--- src/rtl/apb_alu_pkg.sv ---
// Shared types and constants for the APB ALU sequencer.
// Holds register map, step/state enums and the ALU command set.
package apb_alu_pkg;

    localparam logic [4:0] ADDR_A      = 5'd0;
    localparam logic [4:0] ADDR_B      = 5'd4;
    localparam logic [4:0] ADDR_RESULT = 5'd8;
    localparam logic [4:0] ADDR_CMD    = 5'd12;
    localparam logic [4:0] ADDR_EN     = 5'd16;

    typedef enum logic [2:0] {
        ST_IDLE,
        ST_SETUP,
        ST_ACCESS,
        ST_SETTLE,
        ST_FINISH
    } state_e;

    typedef enum logic [2:0] {
        STEP_WA,
        STEP_WB,
        STEP_WCMD,
        STEP_WEN1,
        STEP_RRES,
        STEP_WEN0
    } step_e;

    typedef enum logic [3:0] {
        CMD_ADD  = 4'd0,
        CMD_SUB  = 4'd1,
        CMD_MUL  = 4'd2,
        CMD_AND  = 4'd3,
        CMD_OR   = 4'd4,
        CMD_XOR  = 4'd5,
        CMD_NOT  = 4'd6,
        CMD_NAND = 4'd7,
        CMD_NOR  = 4'd8,
        CMD_XNOR = 4'd9,
        CMD_SLT  = 4'd10,
        CMD_SLTU = 4'd11,
        CMD_EQ   = 4'd12,
        CMD_SHL  = 4'd13,
        CMD_SHR  = 4'd14,
        CMD_ASHR = 4'd15
    } alu_cmd_e;

    typedef struct packed {
        logic [4:0] addr;
        logic       write;
    } xfer_t;

    // Address and direction of the APB transfer for each step.
    function automatic xfer_t step_xfer(input step_e s);
        xfer_t x;
        x.addr  = ADDR_A;
        x.write = 1'b1;
        case (s)
            STEP_WA:   x.addr = ADDR_A;
            STEP_WB:   x.addr = ADDR_B;
            STEP_WCMD: x.addr = ADDR_CMD;
            STEP_WEN1: x.addr = ADDR_EN;
            STEP_RRES: begin
                x.addr  = ADDR_RESULT;
                x.write = 1'b0;
            end
            STEP_WEN0: x.addr = ADDR_EN;
            default:   x.addr = ADDR_A;
        endcase
        return x;
    endfunction

endpackage

--- src/rtl/apb_alu_sequencer_rr_arbiter.sv ---
// Round-robin arbiter with one-hot grant.
// Priority starts just after the last index that was advanced on.
module rr_arbiter #(
    parameter int N = 2
) (
    input  logic         clk,
    input  logic         rst,
    input  logic [N-1:0] req,
    input  logic         advance,
    output logic [N-1:0] grant
);

    localparam int W = (N > 1) ? $clog2(N) : 1;

    logic [W-1:0] ptr_q;
    logic [W-1:0] ptr_d;
    logic [W-1:0] win;
    logic [N-1:0] mask;
    logic [N-1:0] hi_req;
    logic [N-1:0] pick;

    // Lowest requester at or above the pointer wins, else wrap around.
    always_comb begin
        mask   = ~((N'(1) << ptr_q) - N'(1));
        hi_req = req & mask;
        pick   = (|hi_req) ? hi_req : req;
        grant  = pick & (~pick + N'(1));
    end

    // Index of the winner and the pointer that follows it.
    always_comb begin
        win = '0;
        for (int i = 0; i < N; i++) begin
            if (grant[i]) begin
                win = W'(i);
            end
        end
        ptr_d = ptr_q;
        if (advance) begin
            ptr_d = (win == W'(N - 1)) ? '0 : win + W'(1);
        end
    end

    // Pointer register.
    always_ff @(posedge clk) begin
        if (rst) begin
            ptr_q <= '0;
        end else begin
            ptr_q <= ptr_d;
        end
    end

endmodule

--- src/rtl/apb_alu_sequencer.sv ---
// APB master sharing the memory-mapped ALU between requesters.
// Each request becomes a fixed program/enable/read/disable sequence.
module apb_alu_sequencer
    import apb_alu_pkg::*;
#(
    parameter int N_REQ         = 2,
    parameter int SETTLE_CYCLES = 2,
    parameter int TIMEOUT       = 16
) (
    input  logic                     pclk,
    input  logic                     preset,
    input  logic [N_REQ-1:0]         req_valid,
    output logic [N_REQ-1:0]         req_ready,
    input  logic [32*N_REQ-1:0]      req_a,
    input  logic [32*N_REQ-1:0]      req_b,
    input  logic [4*N_REQ-1:0]       req_cmd,
    output logic                     rsp_valid,
    output logic [$clog2(N_REQ)-1:0] rsp_id,
    output logic [31:0]              rsp_result,
    output logic                     rsp_err,
    output logic                     busy,
    output logic                     psel,
    output logic                     penable,
    output logic                     pwrite,
    output logic [4:0]               paddr,
    output logic [31:0]              pwdata,
    input  logic [31:0]              prdata,
    input  logic                     pready
);

    localparam int IW = $clog2(N_REQ);
    localparam logic [7:0] TO_LAST = 8'(TIMEOUT - 1);
    localparam logic [7:0] ST_LAST = 8'(SETTLE_CYCLES - 1);

    state_e      state_q, state_d;
    step_e       step_q, step_d;
    logic [7:0]  cnt_q, cnt_d;
    logic [31:0] a_q, a_d;
    logic [31:0] b_q, b_d;
    logic [3:0]  cmd_q, cmd_d;
    logic [IW-1:0] id_q, id_d;
    logic [31:0] res_q, res_d;
    logic        err_q, err_d;

    logic [N_REQ-1:0] grant;
    logic             accept;
    logic [31:0]      a_sel;
    logic [31:0]      b_sel;
    logic [3:0]       cmd_sel;
    logic [IW-1:0]    id_sel;
    xfer_t            xf;
    logic [31:0]      wdata;

    rr_arbiter #(
        .N(N_REQ)
    ) u_arb (
        .clk    (pclk),
        .rst    (preset),
        .req    (req_valid),
        .advance(accept),
        .grant  (grant)
    );

    // Grant is only offered while idle.
    always_comb begin
        req_ready = (state_q == ST_IDLE) ? grant : '0;
        accept    = |req_ready;
    end

    // Select the granted requester's operands.
    always_comb begin
        a_sel   = '0;
        b_sel   = '0;
        cmd_sel = '0;
        id_sel  = '0;
        for (int i = 0; i < N_REQ; i++) begin
            if (grant[i]) begin
                a_sel   = req_a[i*32 +: 32];
                b_sel   = req_b[i*32 +: 32];
                cmd_sel = req_cmd[i*4 +: 4];
                id_sel  = IW'(i);
            end
        end
    end

    // Sequence FSM: next state, step and captured data.
    always_comb begin
        state_d = state_q;
        step_d  = step_q;
        cnt_d   = cnt_q;
        a_d     = a_q;
        b_d     = b_q;
        cmd_d   = cmd_q;
        id_d    = id_q;
        res_d   = res_q;
        err_d   = err_q;
        unique case (state_q)
            ST_IDLE: begin
                if (accept) begin
                    a_d     = a_sel;
                    b_d     = b_sel;
                    cmd_d   = cmd_sel;
                    id_d    = id_sel;
                    err_d   = 1'b0;
                    step_d  = STEP_WA;
                    state_d = ST_SETUP;
                end
            end
            ST_SETUP: begin
                cnt_d   = '0;
                state_d = ST_ACCESS;
            end
            ST_ACCESS: begin
                if (pready) begin
                    cnt_d = '0;
                    case (step_q)
                        STEP_WEN1: state_d = ST_SETTLE;
                        STEP_RRES: begin
                            res_d   = prdata;
                            step_d  = STEP_WEN0;
                            state_d = ST_SETUP;
                        end
                        STEP_WEN0: state_d = ST_FINISH;
                        default: begin
                            step_d  = step_e'(step_q + 3'd1);
                            state_d = ST_SETUP;
                        end
                    endcase
                end else if (cnt_q == TO_LAST) begin
                    // Slave stuck: abandon the rest of the sequence.
                    res_d   = '0;
                    err_d   = 1'b1;
                    state_d = ST_FINISH;
                end else begin
                    cnt_d = cnt_q + 8'd1;
                end
            end
            ST_SETTLE: begin
                if (cnt_q == ST_LAST) begin
                    cnt_d   = '0;
                    step_d  = STEP_RRES;
                    state_d = ST_SETUP;
                end else begin
                    cnt_d = cnt_q + 8'd1;
                end
            end
            ST_FINISH: state_d = ST_IDLE;
            default:   state_d = ST_IDLE;
        endcase
    end

    // APB drive and response outputs decoded from the registers.
    always_comb begin
        xf = step_xfer(step_q);
        wdata = '0;
        case (step_q)
            STEP_WA:   wdata = a_q;
            STEP_WB:   wdata = b_q;
            STEP_WCMD: wdata = {28'b0, cmd_q};
            STEP_WEN1: wdata = 32'd1;
            default:   wdata = '0;
        endcase
        psel       = (state_q == ST_SETUP) || (state_q == ST_ACCESS);
        penable    = (state_q == ST_ACCESS);
        paddr      = psel ? xf.addr : '0;
        pwrite     = psel & xf.write;
        pwdata     = (psel & xf.write) ? wdata : '0;
        busy       = (state_q != ST_IDLE);
        rsp_valid  = (state_q == ST_FINISH);
        rsp_err    = rsp_valid & err_q;
        rsp_id     = id_q;
        rsp_result = res_q;
    end

    // State and datapath registers.
    always_ff @(posedge pclk) begin
        if (preset) begin
            state_q <= ST_IDLE;
            step_q  <= STEP_WA;
            cnt_q   <= '0;
            a_q     <= '0;
            b_q     <= '0;
            cmd_q   <= '0;
            id_q    <= '0;
            res_q   <= '0;
            err_q   <= 1'b0;
        end else begin
            state_q <= state_d;
            step_q  <= step_d;
            cnt_q   <= cnt_d;
            a_q     <= a_d;
            b_q     <= b_d;
            cmd_q   <= cmd_d;
            id_q    <= id_d;
            res_q   <= res_d;
            err_q   <= err_d;
        end
    end

endmodule
--- config.mk ---
export PLATFORM = sky130hd
export DESIGN_NAME = apb_alu_sequencer
export DESIGN_NICKNAME = d
export VERILOG_FILES = /design/src/rtl/apb_alu_pkg.sv /design/src/rtl/apb_alu_sequencer_rr_arbiter.sv /design/src/rtl/apb_alu_sequencer.sv
export SDC_FILE = /design/constraint.sdc
export NUM_CORES = 1
export LEC_CHECK = 0
export ABC_AREA = 1
export CAP_MARGIN = 20
export CORE_AREA = 3 3 172 90
export DETAILED_ROUTE_END_ITERATION = 7
export DIE_AREA = 0 0 175 93
export MAX_ROUTING_LAYER = met4
export PLACE_DENSITY = 0.88
export SLEW_MARGIN = 20
export SYNTH_ARGS = -nofsm -noshare
export SYNTH_HDL_FRONTEND = slang
export SYNTH_SLANG_ARGS = --single-unit
--- constraint.sdc ---
create_clock -name pclk -period 2 [get_ports pclk]
set_input_delay 0.5 -clock pclk [delete_from_list [all_inputs] [get_ports pclk]]
set_output_delay 0.5 -clock pclk [all_outputs]
set_load 0.01 [all_outputs]
---- After elaboration in Yosys (flattened, before gate mapping) ----
Index checks and enable logic that the tools add are counted.
word-level totals
  input bits .............................. 173
  RAM bits ................................ 0
  word-level logic and storage cells ...... 96
  bits in latches ......................... 0
  ROM bits ................................ 0
  register bits after elaboration ......... 117
  memories kept ........................... 0
operators by class
  $add $sub $neg .......................... 5
  magnitude comparators ................... 0
  mux-type cells .......................... 37
  eq/ne operators ......................... 20
  multiply operators ...................... 0
  shifts and indexed selects .............. 1
  div/mod/pow operators ................... 0
  reductions and logical operators ........ 17
  bitwise logic cells ..................... 6
operator list
  kind                 number
  $mux 32              8
  $pmux 32 s4          1
  $mux 8               3
  $pmux 8 s3           1
  $mux 3               7
  $pmux 5 s4           1
  $eq 3x2->1 const B   4
  $pmux 3 s2           2
  $pmux 3 s4           1
  $eq 3x3->1 const B   3
  $pmux 3 s3           1
  $reduce_bool 3->1    3
  $add 8x1->8 const B  1
  $eq 8x1->1 const B   1
  $eq 8x4->1 const B   1
  $mux 4               2
  $ne 2x2->1 const B   4
  $eq 3x1->1 const B   2
  $logic_not 3->1      2
  $mux 1               6
  $ne 2x1->1 const B   3
  $reduce_and 3->1     2
  $reduce_or 2->1      3
  $mux 5               1
  17 further kinds     23

---- Longest topological paths before layout ----
Gate-level depths: netlist of the first run.
  depth after elaboration ................. 13
  mapped depth ............................ 10
  mapped depth without buffers ............ 9

---- Hierarchy ----
From an unflattened synthesis of the first run, not the netlist that was laid out.
unflattened totals
  cells, all modules ...................... 843
  area, all modules ....................... 5,813.1 µm²
modules (own cells, without submodules)
  module             instances  cells an instance  area an instance (µm²)
  apb_alu_sequencer  1          831                5,746.8
  rr_arbiter         1          12                 66.3

---- Worst setup path before layout of the first run ----
No wires, ideal clock.
  kind .................................... reg-to-output
  start point ............................. reg step_q[0]
  end point ............................... out pwdata[11]
  arrival time ............................ 1.446 ns
  setup slack ............................. 0.054 ns
  stages on the path, launching flop included .. 7
  cell sequence ........................... dfxtp_1 -> inv_1 -> ha_1 -> clkbuf_1 -> clkbuf_1 -> nand2_1 -> a21oi_1
between the ends
  longest elaborated chain between the ends .. 4
ends and longest elaborated chain
  what                      line                      RTL
  start: declaration        apb_alu_sequencer.sv:36   step_e step_q, step_d;
  start signal: assignment  apb_alu_sequencer.sv:189  step_q <= step_d;
  $eq 3x3->1                apb_alu_pkg.sv:57         case (s)
  $mux 1                    apb_alu_pkg.sv:57
  $and 1x1->1               apb_alu_sequencer.sv:167  pwdata = (psel & xf.write) ? wdata : '0;
  $mux 32 (*)               apb_alu_sequencer.sv:167
  end: declaration          apb_alu_sequencer.sv:26   output logic [31:0] pwdata,
Mark *: on every way between the ends. The rest lies on a longest branch, timed or not.

---- Worst setup path after layout of the first run ----
  start point ............................. reg step_q[1]
  end point ............................... out pwdata[8]
Same word-level chain as after synthesis.

==> results of run 1 <==
[synth_stat cells]
| cell | count | share of area, % |
|---|---|---|
| sky130_fd_sc_hd__nor2_4 | 3 | 0.55 |
| sky130_fd_sc_hd__o21ai_0 | 178 | 14 |
| sky130_fd_sc_hd__nor2_8 | 1 | 0.32 |
| sky130_fd_sc_hd__buf_6 | 4 | 0.73 |
| sky130_fd_sc_hd__a31oi_1 | 4 | 0.41 |
| sky130_fd_sc_hd__buf_1 | 2 | 0.12 |
| sky130_fd_sc_hd__ha_1 | 7 | 1.4 |
| sky130_fd_sc_hd__conb_1 | 1 | 0.061 |
| sky130_fd_sc_hd__nand2_2 | 2 | 0.20 |
| sky130_fd_sc_hd__nor3_2 | 1 | 0.16 |
| sky130_fd_sc_hd__dfxtp_1 | 117 | 38 |
| sky130_fd_sc_hd__buf_4 | 3 | 0.37 |
| sky130_fd_sc_hd__buf_2 | 19 | 1.5 |
| sky130_fd_sc_hd__and2_1 | 1 | 0.10 |
| sky130_fd_sc_hd__inv_2 | 4 | 0.24 |
| sky130_fd_sc_hd__inv_1 | 95 | 5.8 |
| sky130_fd_sc_hd__nand3_2 | 1 | 0.16 |
| sky130_fd_sc_hd__inv_4 | 1 | 0.10 |
| sky130_fd_sc_hd__a21oi_1 | 70 | 5.7 |
| sky130_fd_sc_hd__clkbuf_1 | 42 | 2.6 |
| sky130_fd_sc_hd__a41oi_1 | 1 | 0.14 |
| sky130_fd_sc_hd__nor2_1 | 208 | 13 |
| sky130_fd_sc_hd__o21ai_1 | 4 | 0.32 |
| sky130_fd_sc_hd__nand3_1 | 77 | 6.2 |
| sky130_fd_sc_hd__nor3_1 | 2 | 0.16 |
| sky130_fd_sc_hd__nand2_1 | 115 | 7.0 |
| sky130_fd_sc_hd__nand4_1 | 3 | 0.30 |
| sky130_fd_sc_hd__o21ai_4 | 1 | 0.26 |
[state kept, by name, indices dropped and copies added, names as in the netlist]
signal / flops
a_q: 32
b_q: 32
cmd_q: 4
cnt_q: 8
err_q: 1
rsp_id: 1
rsp_result: 32
state_q: 3
step_q: 3
u_arb.ptr_q: 1
[power by group]
part	switching (mW)	total (mW)	internal, mW
clock network	1.13	3.11	1.98
registers	0.434	3.41	2.97
logic	3.44	6.29	2.85
[worst max-delay path, delay by kind of cell, from the launching register on]
kind | cells | cell delay (ns)
flip-flops | 1 | 0.33
adder cells (fa/ha/maj) | 1 | 0.15
AND/OR/NAND/NOR | 2 | 0.15
AO/OA/AOI/OAI | 1 | 0.14
buffers and inverters | 6 | 0.64
[placed cells by master (no fill, tap or decap), types with 10 or more instances in the layout]
cell / instances
sky130_fd_sc_hd__dfxtp_1: 111
sky130_fd_sc_hd__buf_2: 35
sky130_fd_sc_hd__o21ai_1: 20
sky130_fd_sc_hd__nand2_4: 10
sky130_fd_sc_hd__o21ai_0: 161
sky130_fd_sc_hd__clkdlybuf4s50_1: 204
sky130_fd_sc_hd__buf_12: 13
sky130_fd_sc_hd__buf_4: 53
sky130_fd_sc_hd__nand2_1: 91
sky130_fd_sc_hd__nor2_1: 203
sky130_fd_sc_hd__nand2_2: 16
sky130_fd_sc_hd__nand3_1: 77
sky130_fd_sc_hd__clkbuf_16: 17
sky130_fd_sc_hd__buf_6: 18
sky130_fd_sc_hd__a21oi_2: 12
sky130_fd_sc_hd__inv_1: 88
sky130_fd_sc_hd__a21oi_1: 57
[cells by family after synthesis]
| family | Yosys count | synth area share, % |
|---|---|---|
| AOI/OAI and AO/OA | 258 | 21.3 |
| buffers and inverters | 170 | 11.4 |
| other | 1 | 0.0608 |
| DFF | 117 | 38.0 |
| and+or+nand+nor | 414 | 27.9 |
| adders and majority gates | 7 | 1.42 |
[per-stage QoR]
step | std cells | power, mW | setup slack [ns] | setup TNS [ns] | area (sq um)
2_1_floorplan | 968 | 6.04 | 0.0542 | 0 | 6170
3_3_place_gp | 1402 | 8.28 | -0.383 | -24.60 | 9100
3_5_place_dp | 1402 | 8.43 | -0.421 | -28.57 | 9100
4_1_cts | 1453 | 12.3 | -0.310 | -8.66 | 9940
5_1_grt | 1455 | 13.6 | -0.375 | -10.69 | 10100
6_report | 1455 | 12.8 | -0.312 | -8.05 | 10100
[final cells by class]
cell class	count	area (sq um)	area share, %
flip-flops and latches	117	2350	23.2
well taps	198	248	2.44
multi-input cells	681	3400	33.6
clock inverters	13	175	1.73
repair buffers	327	3130	30.9
clock buffers	19	433	4.27
inverters	100	393	3.88
[path summary, 6_finish.rpt]
| check | endpoint | slack, ns | cells after the start |
|---|---|---|---|
| worst max register to register | rsp_result[14] | 0.06 | 13 |
| worst min-delay path | err_q | 0.46 | 2 |
| worst min register to register | err_q | 0.46 | 2 |
| worst max-delay path | pwdata[8] | -0.31 | 10 |
[layer usage]
| metal | track usage (%) | wire [um] | share of wire, % |
|---|---|---|---|
| met4 | 5.70 | 248 | 1.1 |
| met3 | 8.48 | 1930 | 8.5 |
| met1 | 36.0 | 10200 | 45 |
| met5 | - | 0 | 0 |
| met2 | 42.9 | 10300 | 45 |
[repair_timing]
| item | CTS | global route |
|---|---|---|
| pin swaps | 15 | 19 |
| gates resized for setup | 223 | 78 |
| buffers inserted | 18 | 5 |
| endpoints found under the setup margin | 75 | 79 |
| cloned | 2 | 0 |
==> summary.md, run 1 <==
Entering global routing, the biggest net connects 72 pins. STA classifies the critical path startpoint as a flip-flop. The first global-routing pass estimated 35300 um of wire.

The logs give 0 for the number of max-slew violations in the final report and 0 for the count of final hold-check violations. Before antenna repair, the detailed router went through 5 iterations. For the CTS sink count, the log shows 117.

The global placer's final weighted congestion was 0.883. The logs give 51.0% for the relative slew slack and 0.657 mV for the peak ir drop on the vdd network. The run gives 31 as the site row count. For the top achievable clock speed, the log shows 433 MHz.

The logs give 1119 for the final-layout fill cell count and 0 for the hold buffer count at CTS. The logs give 27.6% for the global routing usage summed across all routing layers and 0 for the number of routed nets with antenna violations. At the worst endpoint, the required time is 1.50 ns. Setup repair after global routing could not meet its margin everywhere. The number of library cell types mapped by synthesis was 28.

Hold is met by 0.460 ns. The logs give 0 for the warning count from the yosys run and 0 for the final routed DRC violation total. During I/O placement, the number of pins put on the boundary was 251.

STA puts the critical path data arrival time at 1.81 ns. The final reports fail on negative setup slack. The post-route netlist has 18.1% of its cells at a drive strength greater than 1. The tools report the root buffer selected by CTS as sky130_fd_sc_hd__clkbuf_16. The routed design could run at a clock period as short as 2.31 ns.

The slowest stage of the critical path belongs to the cell sky130_fd_sc_hd__dfxtp_2. Across the run, the number of max-cap violations was 0. The critical-path maximum fanout is 6. After detailed routing, the average wire length per cell comes to 15.5 um. The die width is 175 um. In this run the mean area of a mapped cell was 6.38 sq um.

For this run, the post-layout net count is 1424. Across the routed clock network, the largest skew measured is 0.0130 ns. The run gives 22600 um as the total wire length after detailed routing. The logs give 7069 for the via count of the first global-routing pass and 0.41 ns for the clock latency reported for the late side of the worst-skew pair. The number of instances in the synthesized netlist was 967; the clock transition at the register clock pins on the worst setup and hold paths after CTS was 0.06 ns.

The layout overhead on the synthesized area is 64.3%, and the worst-case clock buffer depth is 2. For this design the static power due to leakage is 4.48 nW. The floorplan step set the die height to 93 um. The startpoint identified for the worst register-to-register timing path is step_q[1]. 0 antenna diodes ended up in the layout. The run gives 17 as the number of buffers created by CTS.

In this run the worst setup path begins at step_q[1]. The floorplan step defined a core boundary enclosing 14200 sq um. Walking the worst path, the cells encountered are inv_4, ha_4, inv_4, nor2_4, buf_6, buf_12, buf_12, nand2_4, a21oi_2, buf_4. The slack of the critical path is -0.312 ns.

Power spread over the standard cell area amounts to 1260 nW/um^2. TritonCTS built the clock tree. In this run the most critical hold path is launched from err_q.

For this configuration, the core starts out at a cell density of 43.5%. Summing every instance area after synthesis gives 6170 sq um. The tools report the total of endpoints with negative setup slack in the final report as 35. The DRC marker count from the first detailed-route iteration came out at 637. The total number of H-tree levels is 4. At the pin with the least slew margin, the transition time is 0.734 ns. The critical path's largest stage delay works out to 0.33 ns. The initial antenna violation count is 0. The run finished, with violations left. The critical path endpoint category was a primary output. The total congestion overflow came out at 0. Critical path start-end classification: flip-flop to primary output. The die covers 16300 sq um. The count of state elements after synthesis came out at 117.

The HPWL after detailed placement is 15200 um, and the number of buffers added on ports is 248. Detailed routing inserted a total of 7418 vias. Ratio of routed vias to standard cells: 5.10. The share of the cycle needed by the critical path after routing was 116%. The sequential fraction of the synthesis area was 38.0%. The worst hold path belongs to the class flip-flop to flip-flop.

At the end of the flow the core is filled with cells to 71.4%.
No activity file was read; power rests on OpenSTA's default activity.
==> run 2, diff against run 1 <==
--- a/config.mk
+++ b/config.mk
@@ -7,11 +7,12 @@
 export LEC_CHECK = 0
 export ABC_AREA = 1
 export CAP_MARGIN = 20
-export CORE_AREA = 3 3 172 90
+export CORE_AREA = 4 4 173 91
 export DETAILED_ROUTE_END_ITERATION = 7
-export DIE_AREA = 0 0 175 93
+export DIE_AREA = 0 0 177 95
 export MAX_ROUTING_LAYER = met4
 export PLACE_DENSITY = 0.88
+export RECOVER_POWER = 100
 export SLEW_MARGIN = 20
 export SYNTH_ARGS = -nofsm -noshare
 export SYNTH_HDL_FRONTEND = slang
==> summary.md, run 2 (synthesis results as in run 1) <==
TritonCTS built the clock tree. The height of the die was 95 um; the number of buffers added on ports was 248. The number of max-slew violations in the final report is 0. Summed over all nets, the switching power comes to 4.94 mW. The total wire length after detailed routing is 22900 um. The slack of the critical path was -0.319 ns; the site row count was 31. The share of the cycle needed by the critical path after routing works out to 116%.

Setup repair after global routing could not meet its margin everywhere. The critical path endpoint category was a primary output. The path category of the worst min-delay check was flip-flop to flip-flop.

The internal portion of the total power is 7.60 mW. Summed over all cells, the static leakage comes to 4.45 nW. The data arrival time of the critical path is 1.82 ns.

For the final routed DRC violation total, the log shows 0. The first-pass iteration count of the detailed router came out at 5. The final reports fail on negative setup slack. The layout cell share with drive strength beyond 1 came out at 16.9%.

The floorplan step defined a core boundary enclosing 14200 sq um. Dividing total power by cell area gives a power density of 1260 nW/um^2. The number of hold buffers added after CTS was 0. The tools report the critical register-to-register path endpoint as a_q[2].

The area growth from synthesis to layout is 61.1%. After routing the design area is 9940 sq um. The HPWL after detailed placement is 14700 um. The CTS sink count was 117. Counting I/O delays and the setup requirement, the final critical path takes 2.32 ns. The run gives 7258 as the via count of the first global-routing pass. The count of final hold-check violations was 0; the count of boundary I/O pins was 251. Combinational cells account for 46.9% of the total power.

Dividing the detail-routed wire length by the instance count gives 16.0 um. The launch instance of the worst min-delay path is a_q[22]. STA classifies the critical path startpoint as a flip-flop.

The first global-routing pass estimated 35100 um of wire. The worst hold path passes through 2 cells. For the power share of the sequential group, the log shows 27.2%. The total congestion overflow was 0. In this run, the clock network consumes 25.8% of the power.

For the standard cell area after detailed placement, the log shows 9020 sq um. The ratio of routed vias to standard cells was 5.25. The run gives 1402 as the number of nets in the final layout.

For flop-to-flop paths, the worst setup slack is -0.03 ns. The H-tree was split into 4 levels. The worst flop-to-flop path startpoint was state_q[1].

The largest net degree at the start of global routing came out at 70. The floorplan step defined a die boundary enclosing 16800 sq um. The tools report the count of inserted antenna diode cells as 0. The cell depth of the worst flop-to-flop path was 10. Setup violations remaining at the end of the flow were counted as 38.

The number of buffers created by CTS was 17. Net switching is 39.4% of the power. The library cell used most frequently in the layout, excluding fill and tap cells, is sky130_fd_sc_hd__nor2_1. Cells fill 69.8% of the core in the end. At the pin with the least slew margin, the transition time is 0.751 ns.

The number of vias after detailed routing came out at 7527. The root buffer selected by CTS was sky130_fd_sc_hd__clkbuf_16. The count of nets left with antenna violations once routing finished came out at 0. The worst pin sits at a relative slew slack of 49.9%. The congestion estimate from routability-driven global placement came to 0.864.

The run finished, with violations left. After clock tree synthesis, the clock-pin slew on the worst setup and hold paths is 0.05 ns. For the number of max-cap violations, the log shows 0. Critical path start-end classification: flip-flop to primary output. The peak ir drop on the vdd network was 0.898 mV. Clock skew on the completed layout was measured at 0.00810 ns. The critical-path maximum fanout was 5. The worst-case clock buffer depth was 2; the top achievable clock speed was 431 MHz. The tools report the clock latency reported for the late side of the worst-skew pair as 0.41 ns. Leaving out fill and tap cells, the most frequent cells in the layout are sky130_fd_sc_hd__nor2_1, sky130_fd_sc_hd__o21ai_0, sky130_fd_sc_hd__clkdlybuf4s50_1.

The worst hold path terminates at a_q[22]. For this block, the initial DRC count from the detailed router was 512. The initial antenna violation count was 0; the data required time of the worst path was 1.50 ns. Global routing used 26.6% of the available tracks across all layers.

The die is 177 um wide. The initial utilization of the core area, before any placement, comes to 43.3%.
==> run 2: per-layer routing <==
metal / global-route usage, % / wire [um] / vias up
li1: - / - / 3623
met1: 29.0 / 8710 / 3475
met2: 46.9 / 11600 / 343
met3: 5.52 / 1620 / 86
met4: 13.3 / 894 / 0
met5: - / 0 / -
==> run 2: area by class of cell <==
cell class | count | area (sq um)
Clock buffer | 20 | 447
Clock inverter | 12 | 178
Fill cell | 1101 | 4300
Inverter | 100 | 388
Multi-Input combinational cell | 681 | 3410
Sequential cell | 117 | 2350
Tap cell | 198 | 248
Timing Repair Buffer | 305 | 2920
==> run 2: metrics by stage <==
stage                     instances  setup WS, ns  setup TNS (ns)  power, mW  hold WS (ns)
after detailed placement       1388        -0.367          -26.51       8.25         0.465
after global placement         1388        -0.321          -20.89       8.11         0.448
after global routing           1433        -0.387          -14.50       13.3         0.506
after floorplan                 968        0.0542               0       6.04         0.429
after CTS                      1432        -0.311           -8.24       12.2         0.476
final                          1433        -0.319           -9.06       12.5         0.482
==> run 2: power by group through the flow <==
| stage | registers [mW] | clock network (mW) | logic [mW] |
|---|---|---|---|
| 6_report | 3.42 | 3.24 | 5.89 |
| 5_1_grt | 3.49 | 3.38 | 6.39 |
| 4_1_cts | 3.36 | 3.24 | 5.59 |
| 3_5_place_dp | 3.35 | 0 | 4.90 |
| 3_3_place_gp | 3.32 | 0 | 4.79 |
| 2_1_floorplan | 3.28 | 0 | 2.75 |
==> run 2: worst max path at each step <==
stage / from / endpoint / cells after the start
final: step_q[1] / pwdata[0] / 9
after global routing: step_q[1] / pwdata[0] / 9
after CTS: step_q[1] / pwdata[10] / 9
after detailed placement: req_valid[1] / state_q[0] / 8
after global placement: req_valid[1] / state_q[0] / 8
after floorplan: step_q[0] / pwdata[11] / 6
==> run 2: what timing repair did <==
action / in CTS / in global routing
gates cloned: 4 / 0
pin swaps: 9 / 17
gates resized for setup: 236 / 53
setup buffers: 8 / 4
endpoints found under the setup margin: 48 / 85
==> run 2: critical path: stages (launching register included) <==
cell and delay (ns):
sky130_fd_sc_hd__dfxtp_2 0.33, sky130_fd_sc_hd__inv_2 0.08, sky130_fd_sc_hd__ha_4 0.15, sky130_fd_sc_hd__inv_4 0.04
sky130_fd_sc_hd__nor2_4 0.21, sky130_fd_sc_hd__buf_4 0.17, sky130_fd_sc_hd__buf_6 0.09, sky130_fd_sc_hd__nand2_2 0.05
sky130_fd_sc_hd__a41oi_2 0.12, sky130_fd_sc_hd__buf_2 0.16
==> run 3, diff against run 2 <==
--- a/config.mk
+++ b/config.mk
@@ -6,10 +6,12 @@
 export NUM_CORES = 1
 export LEC_CHECK = 0
 export ABC_AREA = 1
+export ABC_CLOCK_PERIOD_IN_PS = 2000
 export CAP_MARGIN = 20
 export CORE_AREA = 4 4 173 91
 export DETAILED_ROUTE_END_ITERATION = 7
 export DIE_AREA = 0 0 177 95
+export HOLD_SLACK_MARGIN = 0.02
 export MAX_ROUTING_LAYER = met4
 export PLACE_DENSITY = 0.88
 export RECOVER_POWER = 100
==> results of run 3 <==
The final DEF is identical to that of run 2; final timing and power are the same.
